File: src/rtl/sync_fsm_if.sv
// Signal bundle between the preamble comparator side and the sync_fsm core.
// The master drives the sample controls; the slave is the FSM that reports status.
interface sync_fsm_if #(
  parameter int CNT_W = 8
) ();
  logic             en;
  logic             is_matching;
  logic             rearm;
  logic             is_waiting;
  logic             is_waiting_ending;
  logic             is_running;
  logic             run_start;
  logic             abort;
  logic [CNT_W-1:0] run_cnt;

  modport master (
    output en, is_matching, rearm,
    input  is_waiting, is_waiting_ending, is_running, run_start, abort, run_cnt
  );

  modport slave (
    input  en, is_matching, rearm,
    output is_waiting, is_waiting_ending, is_running, run_start, abort, run_cnt
  );
endinterface

File: src/rtl/sync_fsm.sv
// Preamble synchroniser: qualifies MIN_MATCH..MAX_MATCH consecutive matching
// samples, then runs for RUN_LEN enabled cycles (or forever when RUN_LEN = 0).
// Level outputs are decoded from the state register; run_start/abort are
// registered single-cycle pulses.
module sync_fsm #(
  parameter int CNT_W     = 8,
  parameter int MIN_MATCH = 4,
  parameter int MAX_MATCH = 16,
  parameter int RUN_LEN   = 0
) (
  input  logic     clk,
  input  logic     rst_n,
  sync_fsm_if.slave bus
);

  localparam logic [1:0] WAITING        = 2'd0;
  localparam logic [1:0] MATCHING       = 2'd1;
  localparam logic [1:0] WAITING_ENDING = 2'd2;
  localparam logic [1:0] RUNNING        = 2'd3;

  localparam logic [CNT_W-1:0] MIN_C    = CNT_W'(MIN_MATCH);
  localparam logic [CNT_W-1:0] MAX_C    = CNT_W'(MAX_MATCH);
  localparam logic [CNT_W-1:0] ONE_C    = CNT_W'(1);
  localparam logic [CNT_W-1:0] CNT_MAX  = '1;
  // Last run_cnt value before leaving RUNNING; only meaningful when RUN_LEN != 0.
  localparam logic [CNT_W-1:0] RUN_LAST = (RUN_LEN == 0) ? '0 : CNT_W'(RUN_LEN - 1);

  logic [1:0]       state, state_nx;
  logic [CNT_W-1:0] match_cnt, match_nx, match_inc;
  logic [CNT_W-1:0] run_cnt, run_nx;
  logic             run_start, run_start_nx;
  logic             abort, abort_nx;

  assign match_inc = match_cnt + ONE_C;

  // Next-state and counter logic: rearm beats the en=0 hold, which beats transitions.
  always_comb begin
    // NOTE: every output of this block gets a default first so no path leaves
    // it unassigned; otherwise synthesis infers latches.
    state_nx     = state;
    match_nx     = match_cnt;
    run_nx       = run_cnt;
    run_start_nx = 1'b0;
    abort_nx     = 1'b0;

    if (bus.rearm) begin
      state_nx = WAITING;
      match_nx = '0;
      run_nx   = '0;
    end else if (bus.en) begin
      case (state)
        WAITING: begin
          if (bus.is_matching) begin
            match_nx = ONE_C;
            state_nx = (MIN_MATCH == 1) ? WAITING_ENDING : MATCHING;
          end else begin
            match_nx = '0;
          end
        end
        MATCHING: begin
          if (bus.is_matching) begin
            match_nx = match_inc;
            if (match_inc == MIN_C) state_nx = WAITING_ENDING;
          end else begin
            state_nx = WAITING;
            match_nx = '0;
          end
        end
        WAITING_ENDING: begin
          if (bus.is_matching) begin
            // Too long a preamble is treated as a false lock and dropped.
            if (match_cnt >= MAX_C) begin
              state_nx = WAITING;
              match_nx = '0;
              abort_nx = 1'b1;
            end else begin
              match_nx = match_inc;
            end
          end else begin
            state_nx     = RUNNING;
            match_nx     = '0;
            run_nx       = '0;
            run_start_nx = 1'b1;
          end
        end
        RUNNING: begin
          if ((RUN_LEN != 0) && (run_cnt == RUN_LAST)) begin
            state_nx = WAITING;
            run_nx   = '0;
          end else if (run_cnt != CNT_MAX) begin
            run_nx = run_cnt + ONE_C;
          end
        end
        default: begin
          state_nx = WAITING;
          match_nx = '0;
          run_nx   = '0;
        end
      endcase
    end
  end

  // State, counter and pulse registers with asynchronous reset to WAITING.
  always_ff @(posedge clk or negedge rst_n) begin
    if (!rst_n) begin
      state     <= WAITING;
      match_cnt <= '0;
      run_cnt   <= '0;
      run_start <= 1'b0;
      abort     <= 1'b0;
    end else begin
      // NOTE: registers take non-blocking assignments so every flop samples
      // the pre-edge values regardless of statement order.
      state     <= state_nx;
      match_cnt <= match_nx;
      run_cnt   <= run_nx;
      run_start <= run_start_nx;
      abort     <= abort_nx;
    end
  end

  assign bus.is_waiting        = (state == WAITING) || (state == MATCHING);
  assign bus.is_waiting_ending = (state == WAITING_ENDING);
  assign bus.is_running        = (state == RUNNING);
  assign bus.run_start         = run_start;
  assign bus.abort             = abort;
  assign bus.run_cnt           = (state == RUNNING) ? run_cnt : '0;

endmodule

File: src/flat_wrapper.sv
// flat-port wrapper written by rule: the top's interface ports become plain ports
module sync_fsm_flat 
#(
  parameter int CNT_W     = 8,
  parameter int MIN_MATCH = 4,
  parameter int MAX_MATCH = 16,
  parameter int RUN_LEN   = 0
)
  (clk, rst_n, bus_en, bus_is_matching, bus_rearm, bus_is_waiting, bus_is_waiting_ending, bus_is_running, bus_run_start, bus_abort, bus_run_cnt);
  sync_fsm_if #(.CNT_W(CNT_W)) bus_i ();
  input  logic clk;
  input  logic rst_n;
  input wire logic [$bits(bus_i.en)-1:0] bus_en;
  input wire logic [$bits(bus_i.is_matching)-1:0] bus_is_matching;
  input wire logic [$bits(bus_i.rearm)-1:0] bus_rearm;
  output wire logic [$bits(bus_i.is_waiting)-1:0] bus_is_waiting;
  output wire logic [$bits(bus_i.is_waiting_ending)-1:0] bus_is_waiting_ending;
  output wire logic [$bits(bus_i.is_running)-1:0] bus_is_running;
  output wire logic [$bits(bus_i.run_start)-1:0] bus_run_start;
  output wire logic [$bits(bus_i.abort)-1:0] bus_abort;
  output wire logic [$bits(bus_i.run_cnt)-1:0] bus_run_cnt;
  assign bus_i.en = bus_en;
  assign bus_i.is_matching = bus_is_matching;
  assign bus_i.rearm = bus_rearm;
  assign bus_is_waiting = bus_i.is_waiting;
  assign bus_is_waiting_ending = bus_i.is_waiting_ending;
  assign bus_is_running = bus_i.is_running;
  assign bus_run_start = bus_i.run_start;
  assign bus_abort = bus_i.abort;
  assign bus_run_cnt = bus_i.run_cnt;
  sync_fsm #(.CNT_W(CNT_W), .MIN_MATCH(MIN_MATCH), .MAX_MATCH(MAX_MATCH), .RUN_LEN(RUN_LEN)) u_core (.clk(clk), .rst_n(rst_n), .bus(bus_i));
endmodule
File: config.mk
export PLATFORM = sky130hd
export DESIGN_NAME = sync_fsm_flat
export DESIGN_NICKNAME = d
export VERILOG_FILES = /design/src/rtl/sync_fsm_if.sv /design/src/rtl/sync_fsm.sv /design/src/flat_wrapper.sv
export SDC_FILE = /design/constraint.sdc
export NUM_CORES = 1
export LEC_CHECK = 0
export BUFFER_PORTS_ARGS = -buffer_cell sky130_fd_sc_hd__buf_4
export CORE_MARGIN = 8
export CORE_UTILIZATION = 30
export CTS_CLUSTER_DIAMETER = 80
export DETAILED_ROUTE_END_ITERATION = 16
export HOLD_SLACK_MARGIN = 0.02
export PLACE_DENSITY = 0.5
export SLEW_MARGIN = 10
export SYNTH_ARGS = -nofsm -noshare
export SYNTH_HDL_FRONTEND = slang
export SYNTH_SLANG_ARGS = --single-unit
File: constraint.sdc
create_clock -name clk -period 1.8 [get_ports clk]
set_input_delay 0.18 -clock clk [delete_from_list [all_inputs] [get_ports clk]]
set_output_delay 0.18 -clock clk [all_outputs]
set_load 0.03 [all_outputs]
# == Word-level counts from Yosys, hierarchy flattened ==
# Cells that the tools add are included.
# op_classes
add_sub_neg,2
multipliers,0
div,0
n_lt_le_gt_ge,1
eq_ne,10
shift,0
n_mux,30
bitwise,0
reduce_logical,8
# op_table
op,n
$mux W8,10
$pmux W8 S3,1
$add A8 B1 Y8 const B,2
$pmux W8 S2,1
$mux W2,7
$mux W1,10
$eq A8 B3 Y1 const B,1
$ge A8 B5 Y1 const B,1
$ne A4 B3 Y1 const B,2
$ne A8 B8 Y1 const B,1
$ne A3 B3 Y1 const B,2
$pmux W2 S3,1
$reduce_and A5 Y1,1
$eq A2 B2 Y1 const B,2
$reduce_and A4 Y1,1
$reduce_bool A4 Y1,1
$ne A3 B2 Y1 const B,1
$reduce_bool A3 Y1,1
$eq A2 B1 Y1 const B,1
$logic_not A2 Y1,1
$reduce_and A2 Y1,1
$reduce_bool A2 Y1,1
$logic_or A1 B1 Y1,1
# word_totals
ff_bits,20
latchBits,0
ram_bits,0
romBits,0
input_bits,5
wordCells,56
memories,0

# == Depth between registers and ports, before layout ==
# logic_depth
depth_word,7
ltp_mapped,8

# == Worst setup path before layout ==
# Ideal clock, no wire load.
# synth_timing
kind,register -> register
from,reg u_core.state[0]
to,reg u_core.match_cnt[5]
arrival_time_ns,2.151
required_ns,1.736
setup_slack_ns,-0.415
stages_incl_launch_ff,9
path_buffers,1
synth_period_minus_slack_ns,2.215
path_cell_list,dfrtp_1 inv_1 ha_1 or3_1 a21oi_1 or4b_4 buf_6 nor3b_1 a21o_1
# synth_via
elab_chain_cells,4
# synth_rtl
item,line_no,source
start: declaration,sync_fsm.sv:28,"logic [1:0] state, state_nx;"
start signal: assignment,sync_fsm.sv:114,state <= state_nx;
$eq A2 B2 Y1 (*),--,
net bus_is_waiting_ending,flat_wrapper.sv:17,output wire logic [$bits(bus_i.is_waiting_ending)-1:0] bus_is_waiting_ending;
$pmux W8 S3,sync_fsm.sv:51,case (state)
$mux W8,sync_fsm.sv:50,end else if (bus.en) begin
$mux W8,sync_fsm.sv:46,if (bus.rearm) begin
end signal: assignment,sync_fsm.sv:115,match_cnt <= match_nx;
end: declaration,sync_fsm.sv:29,"logic [CNT_W-1:0] match_cnt, match_nx, match_inc;"
# Mark *: on every way through the listed nets, which the timed path passes. The rest lies on a longest branch. The select of a mux whose other input is x is not followed.
# A chain may end at the register's enable or synchronous reset.

# == Worst setup path after layout ==
# layout_timing
from,reg u_core.state[0]
to,reg u_core.match_cnt[5]
# layout_via
elab_chain_cells,4
# layout_rtl
item,line_no
$eq A2 B2 Y1 (tied with other cells),sync_fsm.sv:51
$pmux W8 S3,sync_fsm.sv:51
$mux W8,sync_fsm.sv:50
$mux W8,sync_fsm.sv:46
# Several ways; a longest one is shown, not always the timed one. The select of a mux whose other input is x is not followed.

==> out/summary.md <==
The final antenna-violating net count is 0, and the via count normalized by instance count is 5.04. The total buffers and inverters traversed by the critical path was 1. The synthesized design contains 0 enable-type register cells. The worst-case register-to-register setup slack was -0.08 ns; the number of diodes added for antenna fixing was 0. The clock passes through at most 2 buffers.

The cell-internal power was 1.17 mW. The average instance in the mapped netlist occupies 8.89 um^2. The fraction of registers with async set or reset after synthesis came out at 1.00. At the worst endpoint, the required time is 2.01 ns. The library cell contributing the largest single delay on the critical path is sky130_fd_sc_hd__or4b_4. The worst hold path belongs to the class in -> reg. VDD sags by at most 0.764 mV. The number of H-tree levels was 1.

The row count is 24. For the overall track demand over capacity in global routing, the log shows 0.112. The area of the die is 6840 um^2, and the portion of the clock cycle consumed by the worst path in the final layout is 1.04. The power density of the placed cells was 895 nW/um^2. The critical path goes through inv_4 -> ha_4 -> or3_4 -> a21oi_4 -> or4b_4 -> nor3b_2 -> a21o_1.

In this run the clock root is driven by a sky130_fd_sc_hd__clkbuf_8. The final-report max-slew violation count is 0. The stage delay of the slowest cell on the critical path came out at 0.59 ns. Relative to the synthesized area, the layout overhead comes to 48.5%. Timing would allow up to 533 MHz. In this run, the number of DRC markers left after iteration 0 of detailed routing was 82. TritonCTS built the clock tree. The setup skew after layout was 0.00737 ns; the core box area was 4320 um^2. The pin count of the biggest net entering global routing is 21, and the chip height is 82.7 um. Tracing the worst setup path back leads to its startpoint at u_core.state[0].

The relative contribution of the clock network to total power is 0.263. The critical path is of the reg -> reg type. In this run the critical register-to-register path is launched from u_core.state[0]. For hold timing, the worst endpoint is u_core.bus.run_start. Most common library cell in the layout ignoring fill and taps: sky130_fd_sc_hd__buf_4. The tools report the element type at the critical path start as a flip-flop.

The routed design has 3.57 mm of wire. The run gives 1,250 as the vias after detailed routing. Cell area after synthesis: 1330 um^2.

The clock slew at the register clock pins of the worst setup and hold paths is 0.09 ns. After technology mapping, the gate count stands at 150. The primary flip-flop cell chosen by synthesis mapping was sky130_fd_sc_hd__dfrtp_1.

In this run the horizontal extent of the chip is 82.7 um. In this run the worst path has a maximum fanout of 6. The clock net in this run drives a total of 20 sinks. The logs give 0.27 ns for the clock insertion delay at the later pin of the skew report and 0.778 for the worst slew margin relative to its limit. The core utilization of the finished layout is 0.458, and the length of the first detailed-routing pass in iterations is 4. Share of layout cells above drive strength 1: 0.423. At the pin with the least slew margin, the transition time is 0.328 ns. The switching part of the total power was 0.341. Initial antenna violation count: 0. The worst hold path begins at bus_is_matching. The starting utilization of the core area came out at 0.308. The tools report the proportion of synthesized chip area in sequential cells as 0.375. Setup repair after global routing could not meet its margin everywhere.

Buffers inserted during clock tree synthesis total 3. Via count of the first global-routing pass: 1,267. The least setup slack across all paths after layout was -0.0769 ns. The final weighted congestion in routability-driven placement is 0.792. The final reports fail on negative setup slack. Measured in cells, the most critical reg-to-reg path has a length of 7. The tools report the I/O pin count as 18. The logs give 0 for the final count of hold timing violations and 2.48 mm for the post-detailed-placement half-perimeter wirelength. For the portion of total power attributed to sequential cells, the log shows 0.287.

For this design the total switching power over the nets is 0.604 mW. The run gives 6 as the count of endpoints failing setup in the final report. After detailed routing, the number of remaining DRC violations is 0.

After synthesis, the netlist uses 39 different library cells. The design draws 1.77 mW. The worst register-to-register path ends at u_core.match_cnt[5].

The cell depth of the worst hold path works out to 2. The number of buffer cells added on primary ports is 17. The number of nets in the synthesized netlist was 163. Average routed wire per standard cell: 14.4 um. The category of the worst setup path capture point is a flip-flop. The run gives 0.903 nW as the static leakage power. Cell class contributing the biggest share of worst-path delay: simple AND/OR/NAND/NOR gates. The post-synthesis register bit count was 20. The top cell types in the final layout, fill and taps aside, are 40 x sky130_fd_sc_hd__buf_4, 19 x sky130_fd_sc_hd__dfrtp_1, 16 x sky130_fd_sc_hd__nand2_1. The tool flagged a number of max-cap violations equal to 0.

For this run, the number of Yosys warnings is 0. The worst path in the final design needs a cycle of 1.88 ns, including I/O delays and setup. After global routing the overflow that remains totals 0.

The first global-routing pass estimated 5.87 mm of wire. At the end of the flow, the number of nets in the layout was 210. Data arrives at the worst endpoint at 2.09 ns. The run finished, with violations left.

The run gives 0.450 as the combinational fraction of design power.
==> worst max path at each step <==
| stage | to | depth (start not counted) |
|---|---|---|
| global route | u_core.state[0] | 8 |
| global placement | u_core.state[1] | 7 |
| CTS | u_core.match_cnt[5] | 7 |
| detailed placement | u_core.state[1] | 7 |
| finish | u_core.match_cnt[5] | 7 |
| floorplan | u_core.match_cnt[5] | 8 |
==> registers in the layout, summed over array words and instances (netlist names) <==
signal / count
u_core.match_cnt: 8
u_core.run_cnt: 8
u_core.bus.abort: 1
u_core.bus.run_start: 1
u_core.state: 2
==> cells by family (layout without fill, tap and decap cells) <==
logic type / count (synthesis) / after routing / synth area share
AO/OA/AOI/OAI: 35 / 35 / 0.163
XOR/XNOR: 5 / 5 / 0.0328
adder cells (fa/ha/maj): 8 / 8 / 0.0750
buffers and inverters: 11 / 56 / 0.0422
flip-flops: 20 / 20 / 0.375
multiplexers: 5 / 5 / 0.0385
AND/OR/NAND/NOR: 66 / 67 / 0.273
==> power groups by stage <==
stage,logic (mW),registers [mW],clock network [mW]
floorplan,0.348,0.514,0
global placement,0.584,0.502,0
detailed placement,0.592,0.505,0
CTS,0.707,0.496,0.474
global route,0.861,0.514,0.495
finish,0.797,0.509,0.467
==> cells in the mapped netlist, types with 2 or more instances <==
library cell                n  area, um^2
sky130_fd_sc_hd__o21ai_1    2        10.0
sky130_fd_sc_hd__mux2i_1    4        40.0
sky130_fd_sc_hd__nand2_1   19        71.3
sky130_fd_sc_hd__nor3b_1    3        22.5
sky130_fd_sc_hd__or3_1      2        12.5
sky130_fd_sc_hd__nor2_1     8        30.0
sky130_fd_sc_hd__and3_1     5        31.3
sky130_fd_sc_hd__nand4_1    3        18.8
sky130_fd_sc_hd__or2_2      2        12.5
sky130_fd_sc_hd__a21oi_1    2        10.0
sky130_fd_sc_hd__and2_1     9        56.3
sky130_fd_sc_hd__a31oi_1    2        12.5
sky130_fd_sc_hd__nand2b_1   3        18.8
sky130_fd_sc_hd__nand3_1    5        25.0
sky130_fd_sc_hd__o21ai_0   15        75.1
sky130_fd_sc_hd__xor2_1     3        26.3
sky130_fd_sc_hd__buf_6      2        22.5
sky130_fd_sc_hd__o31ai_1    3        22.5
sky130_fd_sc_hd__dfrtp_1   20         500
sky130_fd_sc_hd__o22ai_1    2        12.5
sky130_fd_sc_hd__inv_1      7        26.3
sky130_fd_sc_hd__xnor2_1    2        17.5
sky130_fd_sc_hd__a21o_1     4        30.0
sky130_fd_sc_hd__ha_1       8         100
==> layout make-up <==
cell class              count  area (um^2)
multi-input cells         120          966
inverters                   8         32.5
flip-flops and latches     20          502
well taps                  52         65.1
clock buffers               3         41.3
fillers                   433         2340
clock inverters             1         30.0
repair buffers             44          344
==> stage by stage <==
stage	hold WS (ns)	setup TNS (ns)	std cells	area, um^2	worst slack, ns
after floorplan	-0.116	-0.240	150	1370	-0.0531
after global placement	0.0837	-0.408	236	1690	-0.122
after detailed placement	0.0855	-0.669	236	1690	-0.158
after CTS	0.126	-0.366	244	1840	-0.0759
after global routing	0.157	-0.688	248	1980	-0.156
final	0.150	-0.320	248	1980	-0.0769
==> layer usage <==
metal  vias up  share of wire  global-route usage
met1       601           0.49               0.143
met2        18           0.46               0.172
met4         0          0.015              0.0586
met3         4          0.034              0.0260
li1        627              -                   -
met5         -              0                   0
==> repair_timing <==
| action | CTS | global route |
|---|---|---|
| resized for setup | 13 | 28 |
| gates cloned | 1 | 0 |
| hold endpoints to repair | 20 | 0 |
| setup endpoints to repair | 10 | 25 |
| pin swaps | 6 | 10 |
| hold buffers | 1 | 0 |
| buffers inserted | 2 | 5 |
Power figures use the tool's default switching activity.
